<file path="config.mk">
export PLATFORM = sky130hd
export DESIGN_NAME = dmem_arbiter
export DESIGN_NICKNAME = d
export VERILOG_FILES = /design/src/rtl/dmem_arb_pkg.sv /design/src/rtl/arb_rr2.sv /design/src/rtl/dmem_arbiter.sv
export SDC_FILE = /design/constraint.sdc
export NUM_CORES = 1
export LEC_CHECK = 0
export BUFFER_PORTS_ARGS = -buffer_cell sky130_fd_sc_hd__buf_4
export CAP_MARGIN = 5
export CORE_AREA = 2 2 104 106
export CTS_CLUSTER_DIAMETER = 40
export DETAILED_ROUTE_END_ITERATION = 8
export DIE_AREA = 0 0 106 108
export PLACE_DENSITY_LB_ADDON = 0.1
export SLEW_MARGIN = 20
export SYNTH_ARGS = -nofsm -noshare
export SYNTH_HDL_FRONTEND = slang
export SYNTH_HIERARCHICAL = 1
export SYNTH_SLANG_ARGS = --single-unit
</file>
<file path="constraint.sdc">
create_clock -name clk_in -period 3 [get_ports clk_in]
set_input_delay 0.15 -clock clk_in [delete_from_list [all_inputs] [get_ports clk_in]]
set_output_delay 0.15 -clock clk_in [all_outputs]
set_load 0.1 [all_outputs]
</file>
<file path="src/rtl/dmem_arb_pkg.sv">
// Shared definitions for the data-memory arbiter: FSM encoding, defaults, requester ids.
package dmem_arb_pkg;

    typedef enum logic [1:0] {
        StIdle = 2'd0,
        StBusy = 2'd1,
        StDone = 2'd2
    } arb_state_e;

    localparam int unsigned TIMEOUT_CYC_DEF = 15;

    // Requester slot indices within the packed request vectors
    localparam int unsigned CPU_ID = 0;
    localparam int unsigned LDR_ID = 1;

endpackage

</file>
<file path="src/rtl/arb_rr2.sv">
// Two-way round-robin pick: a lone requester wins, on conflict the one not served last wins.
module arb_rr2 (
    input  logic [1:0] req,
    input  logic       lp,
    output logic       winner
);

    // Combinational winner select; req == 0 yields a don't-care index of 0
    always_comb begin
        winner = 1'b0;
        case (req)
            2'b01:   winner = 1'b0;
            2'b10:   winner = 1'b1;
            2'b11:   winner = ~lp;
            default: winner = 1'b0;
        endcase
    end

endmodule

</file>
<file path="src/rtl/dmem_arbiter.sv">
// Round-robin arbiter sharing one data memory between the CPU and a loader/debug port.
module dmem_arbiter
    import dmem_arb_pkg::*;
#(
    parameter int unsigned ADDR_W      = 32,
    parameter int unsigned DATA_W      = 32,
    parameter int unsigned TIMEOUT_CYC = TIMEOUT_CYC_DEF
) (
    input  logic                clk_in,
    input  logic                reset,
    input  logic [1:0]          req,
    input  logic [1:0]          we,
    input  logic [2*ADDR_W-1:0] addr,
    input  logic [2*DATA_W-1:0] wdata,
    output logic [1:0]          gnt,
    output logic [1:0]          rvalid,
    output logic [DATA_W-1:0]   rdata,
    output logic                mem_en,
    output logic                mem_we,
    output logic [ADDR_W-1:0]   mem_addr,
    output logic [DATA_W-1:0]   mem_wdata,
    input  logic [DATA_W-1:0]   mem_rdata,
    input  logic                mem_ready,
    output logic                timeout_err
);

    localparam int unsigned CntW = $clog2(TIMEOUT_CYC + 1);
    // Counter value during the last permitted BUSY cycle (counter starts at 0)
    localparam logic [CntW-1:0] CntLast = CntW'(TIMEOUT_CYC - 1);

    arb_state_e          state_q, state_d;
    logic                lp_q, lp_d;
    logic                owner_q, owner_d;
    logic [CntW-1:0]     cnt_q, cnt_d;
    logic [1:0]          gnt_q, gnt_d;
    logic [1:0]          rvalid_q, rvalid_d;
    logic [DATA_W-1:0]   rdata_q, rdata_d;
    logic                mem_en_q, mem_en_d;
    logic                mem_we_q, mem_we_d;
    logic [ADDR_W-1:0]   mem_addr_q, mem_addr_d;
    logic [DATA_W-1:0]   mem_wdata_q, mem_wdata_d;
    logic                timeout_err_q, timeout_err_d;
    logic                winner;

    logic [ADDR_W-1:0]   addr_arr  [2];
    logic [DATA_W-1:0]   wdata_arr [2];

    assign addr_arr[CPU_ID]  = addr[CPU_ID*ADDR_W +: ADDR_W];
    assign addr_arr[LDR_ID]  = addr[LDR_ID*ADDR_W +: ADDR_W];
    assign wdata_arr[CPU_ID] = wdata[CPU_ID*DATA_W +: DATA_W];
    assign wdata_arr[LDR_ID] = wdata[LDR_ID*DATA_W +: DATA_W];

    arb_rr2 u_arb (
        .req    (req),
        .lp     (lp_q),
        .winner (winner)
    );

    // Next-state and registered-output logic for IDLE -> BUSY -> DONE
    always_comb begin
        state_d       = state_q;
        lp_d          = lp_q;
        owner_d       = owner_q;
        cnt_d         = cnt_q;
        gnt_d         = 2'b00;
        rvalid_d      = 2'b00;
        rdata_d       = '0;
        mem_en_d      = mem_en_q;
        mem_we_d      = mem_we_q;
        mem_addr_d    = mem_addr_q;
        mem_wdata_d   = mem_wdata_q;
        timeout_err_d = timeout_err_q;
        unique case (state_q)
            StIdle: begin
                if (req != 2'b00) begin
                    owner_d        = winner;
                    mem_we_d       = we[winner];
                    mem_addr_d     = addr_arr[winner];
                    mem_wdata_d    = wdata_arr[winner];
                    gnt_d[winner]  = 1'b1;
                    mem_en_d       = 1'b1;
                    cnt_d          = '0;
                    state_d        = StBusy;
                end
            end
            StBusy: begin
                // A response on the last permitted cycle still completes normally
                if (mem_ready) begin
                    rdata_d          = mem_we_q ? '0 : mem_rdata;
                    rvalid_d[owner_q] = 1'b1;
                    mem_en_d         = 1'b0;
                    state_d          = StDone;
                end else if (cnt_q == CntLast) begin
                    rvalid_d[owner_q] = 1'b1;
                    timeout_err_d    = 1'b1;
                    mem_en_d         = 1'b0;
                    state_d          = StDone;
                end else begin
                    cnt_d = cnt_q + CntW'(1);
                end
            end
            StDone: begin
                lp_d    = owner_q;
                state_d = StIdle;
            end
            default: begin
                mem_en_d = 1'b0;
                state_d  = StIdle;
            end
        endcase
    end

    // State and output registers; reset clears everything and favours the CPU
    always_ff @(posedge clk_in or negedge reset) begin
        if (!reset) begin
            state_q       <= StIdle;
            lp_q          <= 1'b1;
            owner_q       <= 1'b0;
            cnt_q         <= '0;
            gnt_q         <= 2'b00;
            rvalid_q      <= 2'b00;
            rdata_q       <= '0;
            mem_en_q      <= 1'b0;
            mem_we_q      <= 1'b0;
            mem_addr_q    <= '0;
            mem_wdata_q   <= '0;
            timeout_err_q <= 1'b0;
        end else begin
            state_q       <= state_d;
            lp_q          <= lp_d;
            owner_q       <= owner_d;
            cnt_q         <= cnt_d;
            gnt_q         <= gnt_d;
            rvalid_q      <= rvalid_d;
            rdata_q       <= rdata_d;
            mem_en_q      <= mem_en_d;
            mem_we_q      <= mem_we_d;
            mem_addr_q    <= mem_addr_d;
            mem_wdata_q   <= mem_wdata_d;
            timeout_err_q <= timeout_err_d;
        end
    end

    assign gnt         = gnt_q;
    assign rvalid      = rvalid_q;
    assign rdata       = rdata_q;
    assign mem_en      = mem_en_q;
    assign mem_we      = mem_we_q;
    assign mem_addr    = mem_addr_q;
    assign mem_wdata   = mem_wdata_q;
    assign timeout_err = timeout_err_q;

endmodule

</file>
Yosys cells after proc, flatten, opt, wreduce, memory -nomap -nowiden
Cells that the tools add are included.
- shift-type cells: 0
- div/mod/pow operators: 0
- bitwise operators: 4
- $mul: 0
- equal/unequal tests: 9
- mux-type cells: 33
- reduce and logical (&&, ||, !) cells: 10
- order comparisons: 5
- $add $sub $neg: 1
- operators by type and width (kind ; number):
    $mux 32 ; 9
    $mux 2 ; 8
    $mux 4 ; 3
    $pmux 4 s2 ; 1
    $mux 1 ; 7
    $eq 2x2->1 const B ; 3
    $ne 2x2->1 const B ; 3
    $reduce_and 3->1 ; 2
    $add 4x1->4 const B ; 1
    $eq 4x4->1 const B ; 1
    $lt 1x2->1 const B ; 2
    $pmux 2 s2 ; 1
    $reduce_and 2->1 ; 2
    $reduce_and 4->1 ; 1
    $reduce_bool 2->1 ; 2
    $ne 3x3->1 const B ; 1
    $not 1->1 ; 3
    $pmux 1 s3 ; 1
    $demux 1 s1 ; 2
    $eq 2x1->1 const B ; 1
    $ge 1x1->1 const B ; 2
    $ge 2x2->1 const B ; 1
    $logic_and 1x1->1 ; 2
    $logic_not 2->1 ; 1
    2 further kinds ; 2
- memories kept: 0
- memory bits (read-only): 0
- bits in writable memories: 0
- output and inout bits: 103
- flip-flop bits (word level): 111
- input port bits: 167
- latch bits: 0

Logic depth before layout (Yosys ltp)
- depth in word-level cells: 8
- depth in mapped cells: 6
- depth with buffers taken out: 5

Cells and area by module
The synthesis kept the hierarchy.
- modules (own cells, without submodules) (module ; area each (µm²) ; times used ; cells each):
    dmem_arbiter ; 4703.3 ; 1 ; 408
    arb_rr2 ; 11.3 ; 1 ; 1

Worst setup path before layout
No wires, ideal clock.
- kind: register -> register
- from: register mem_we_q, in the netlist mem_we
- to: register rdata_q[0], in the netlist rdata[0]
- period minus slack after synthesis: 1.656 ns
- data arrival time: 1.537 ns
- setup time: 0.119 ns
- slack: 1.344 ns
- cell stages (with the launch flop): 4
- path through: dfrtp_1 > and4bb_2 > clkbuf_1 > and2_1
- cells in the longest elaborated chain, start to end: 3
- RTL lines (what ; RTL line ; text):
    start: declaration ; dmem_arbiter.sv:39 ; logic mem_we_q, mem_we_d;
    start signal: assignment ; dmem_arbiter.sv:137 ; mem_we_q <= mem_we_d;
    $mux 32 ; dmem_arbiter.sv:89 ; rdata_d = mem_we_q ? '0 : mem_rdata;
    $mux 32 ; dmem_arbiter.sv:88 ; if (mem_ready) begin
    $mux 32 ; dmem_arbiter.sv:73 ; unique case (state_q)
    net rdata_d[0] ; dmem_arbiter.sv:37 ; logic [DATA_W-1:0] rdata_q, rdata_d;
    end signal: assignment ; dmem_arbiter.sv:135 ; rdata_q <= rdata_d;
    end: declaration ; dmem_arbiter.sv:37 ;
The timed path passes the listed nets, and every way through them passes these cells.
A chain may end at the register's enable or synchronous reset.

Final worst setup path
- from: register state_q[0]
- to: register mem_addr_q[24], in the netlist mem_addr[24]
- cells in the longest elaborated chain, start to end: 2
- RTL lines (what ; RTL line ; text):
    start: declaration ; dmem_arbiter.sv:31 ; arb_state_e state_q, state_d;
    start signal: assignment ; dmem_arbiter.sv:116 ; state_q <= StIdle;
    start signal: assignment ; dmem_arbiter.sv:129 ; state_q <= state_d;
    $logic_not 2->1 ; dmem_arbiter.sv:73 ;
    $reduce_and 2->1 (no line) ; n/a ;
    end signal: assignment ; dmem_arbiter.sv:138 ; mem_addr_q <= mem_addr_d;
    end: declaration ; dmem_arbiter.sv:40 ; logic [ADDR_W-1:0] mem_addr_q, mem_addr_d;
No other way between the ends.

==> results.json <==
{
  "outcome": "finished clean",
  "grt_pass1_vias": 4155,
  "numPortBuffers": 269,
  "hold_depth": 2,
  "pin_count": 270,
  "final.min_clock_period_ps": 2100,
  "crit_type": "flip-flop to flip-flop",
  "resize_count_post_cts": 0,
  "finalNetCount": 861,
  "max-cap-violations": 0,
  "most_frequently_used_cell_type_in_the_post_synthesis_netlist": "sky130_fd_sc_hd__dfrtp_1",
  "floorplan.die.width_um": 106,
  "start_util": 0.461,
  "worst_hold_path_type": "input pin to flip-flop",
  "final-setup-viol-count": 0,
  "worst_pin_slew_ps": 697,
  "clkLatencyLatePin_ps": 360,
  "syn-instance-count": 409,
  "holdBufCountCts": 32,
  "timing.clock.skew_ps": 11.3,
  "regToRegEndpoint": "mem_addr[24]",
  "numCtsBuffers": 9,
  "firstDrtPassIters": 5,
  "synth_area_leaders": "sky130_fd_sc_hd__dfrtp_1, sky130_fd_sc_hd__mux2i_1, sky130_fd_sc_hd__o21ai_0",
  "grt_overflow_total": 0,
  "finalSetupTns_ps": 0,
  "post_cts_buffers": 0,
  "number_of_enable_flip_flop_cells_after_synthesis": 0,
  "cts_h_tree_depth": 3,
  "maxClockFrequency_mhz": 476,
  "core_region_area_sq_mm": 0.0102,
  "detail_route.vias_per_cell": 5.03,
  "setup.worst_path.end_class": "flip-flop",
  "worst_setup_hold_path_clk_slew_ps": 90,
  "r2r-start": "state_q[0]",
  "synth.distinct_cells": 31,
  "cts_tree": "done",
  "critical_path.startpoint_type": "flip-flop",
  "slew_headroom": 0.535,
  "synth_top_area_frac": 0.584,
  "reg2regPathDepth": 3,
  "detail_route.wirelength_mm": 13.4,
  "wire_per_inst_um": 16.1,
  "synth.yosys.warnings": 6,
  "setup.worst_path.end": "mem_addr[24]",
  "hpwlAfterDp_mm": 9.27,
  "clockBufferDepth": 2,
  "syn_nets": 578,
  "timing.final.crit_share": 0.701,
  "grt_setup_unrepaired": "false",
  "antenna_found_initial": 0,
  "worst_setup_path_startpoint": "state_q[0]",
  "count_of_final_max_slew_check_failures": 0,
  "cts_sinks": 111,
  "wire_length_of_the_first_global_routing_pass_mm": 20.5,
  "synthDominantAreaCellType": "sky130_fd_sc_hd__dfrtp_1",
  "crit_required_ps": 3210,
  "timing.critical_path.arrival_ps": 2310,
  "finalCoreUtilization": 0.717,
  "critical_path_peak_fanout": 69,
  "synth-seq-area-share": 0.589,
  "postSynthAreaPerCell_sq_um": 11.5,
  "combined_global_route_utilization_of_all_metal_layers": 0.227,
  "drtIter0Drc": 139,
  "grt_max_degree": 70,
  "postSynthRegisterBits": 111,
  "antenna-diode-count": 0,
  "postSynth.topFlopCell": "sky130_fd_sc_hd__dfrtp_1",
  "floorplan.rows": 37,
  "via_count": 4191,
  "timing_hold_violations_final": 0,
  "dieHeight_um": 108,
  "area_growth_pct": 55.5,
  "drt.antenna.violating_nets": 0,
  "routabilityCongestion": 0.785,
  "total_die_area_sq_mm": 0.0114,
  "remaining_drc_errors": 0,
  "layout-drive-gt1-share": 0.426,
  "stdcell_area_sq_mm": 0.00733,
  "fraction_of_registers_with_async_set_or_reset_after_synthesis": 1.00,
  "ctsRootBufferMaster": "sky130_fd_sc_hd__clkbuf_8",
  "post_synth_instance_area_sq_mm": 0.00471,
  "postPlaceCellArea_sq_mm": 0.00679,
  "synth_top_cells_by_count": "sky130_fd_sc_hd__dfrtp_1, sky130_fd_sc_hd__o21ai_0, sky130_fd_sc_hd__mux2i_1",
  "timing.reg2reg.setup_slack_ps": 900
}
flip-flops by register name (all words and copies together), names as in the netlist:
name,flops
mem_addr,32
mem_wdata,32
rdata,32
cnt_q,4
gnt,2
rvalid,2
state_q,2
lp_q,1
mem_en,1
mem_we,1
owner_q,1
timeout_err,1
cells by family after synthesis:
kind of cell             after synthesis  share of synthesized area
AO/OA/AOI/OAI                        140                      0.155
adder cells (fa/ha/maj)                2                    0.00531
buffers and inverters                 37                     0.0390
flip-flops                           111                      0.589
multiplexers                          67                      0.143
AND/OR/NAND/NOR                       52                     0.0687
cell usage in the layout, fill, tap and decap left out, drive strengths merged, types with 2 or more instances in the layout:
cell,count
buf,273
o21ai,132
dfrtp,110
mux2i,66
and2,34
dlygate4sd3,32
clkbuf,11
inv,5
o221ai,3
nor2,3
or2,2
nand2,2
nand2b,2
nand3,2
ha,2
clkinv,2
through the flow:
| step | std cells | setup slack (ps) | hold slack, ps |
|---|---|---|---|
| global placement | 785 | 676 | 228 |
| CTS | 833 | 573 | 10.2 |
| global route | 833 | 676 | 8.42 |
| floorplan | 409 | 1340 | -146 |
| detailed placement | 785 | 593 | 235 |
| finish | 833 | 898 | 28.1 |
worst max-delay path, stage by stage (launching register included):
cell and delay [ps]:
sky130_fd_sc_hd__dfrtp_1 450, sky130_fd_sc_hd__or2_4 570, sky130_fd_sc_hd__or2_4 680, sky130_fd_sc_hd__o21ai_0 200
worst min path at each step:
stage                       startpoint            to  slack [ps]
after floorplan                  reset      cnt_q[0]        -150
after global placement           reset  mem_addr[18]         230
after detailed placement         reset  mem_addr[18]         240
after CTS                 mem_rdata[9]      rdata[9]          10
after global routing      mem_rdata[9]      rdata[9]           8
final                     mem_rdata[9]      rdata[9]          30
cell type report:
class	instances	area, sq um
repair buffers	305	2380
inverters	4	15.0
clock buffers	11	151
multi-input cells	261	1770
fillers	789	2900
well taps	136	170
clock inverters	5	63.8
flip-flops and latches	111	2780
routing by layer:
metal,up-vias,wire [um],track usage
li1,1996,-,-
met1,1965,5090,0.267
met2,205,6890,0.405
met3,25,1080,0.0573
met4,0,304,0.0818
met5,-,0,0
Power is not shown: default switching activity piles up to over one toggle a cycle in this logic, so the estimate is an artifact.
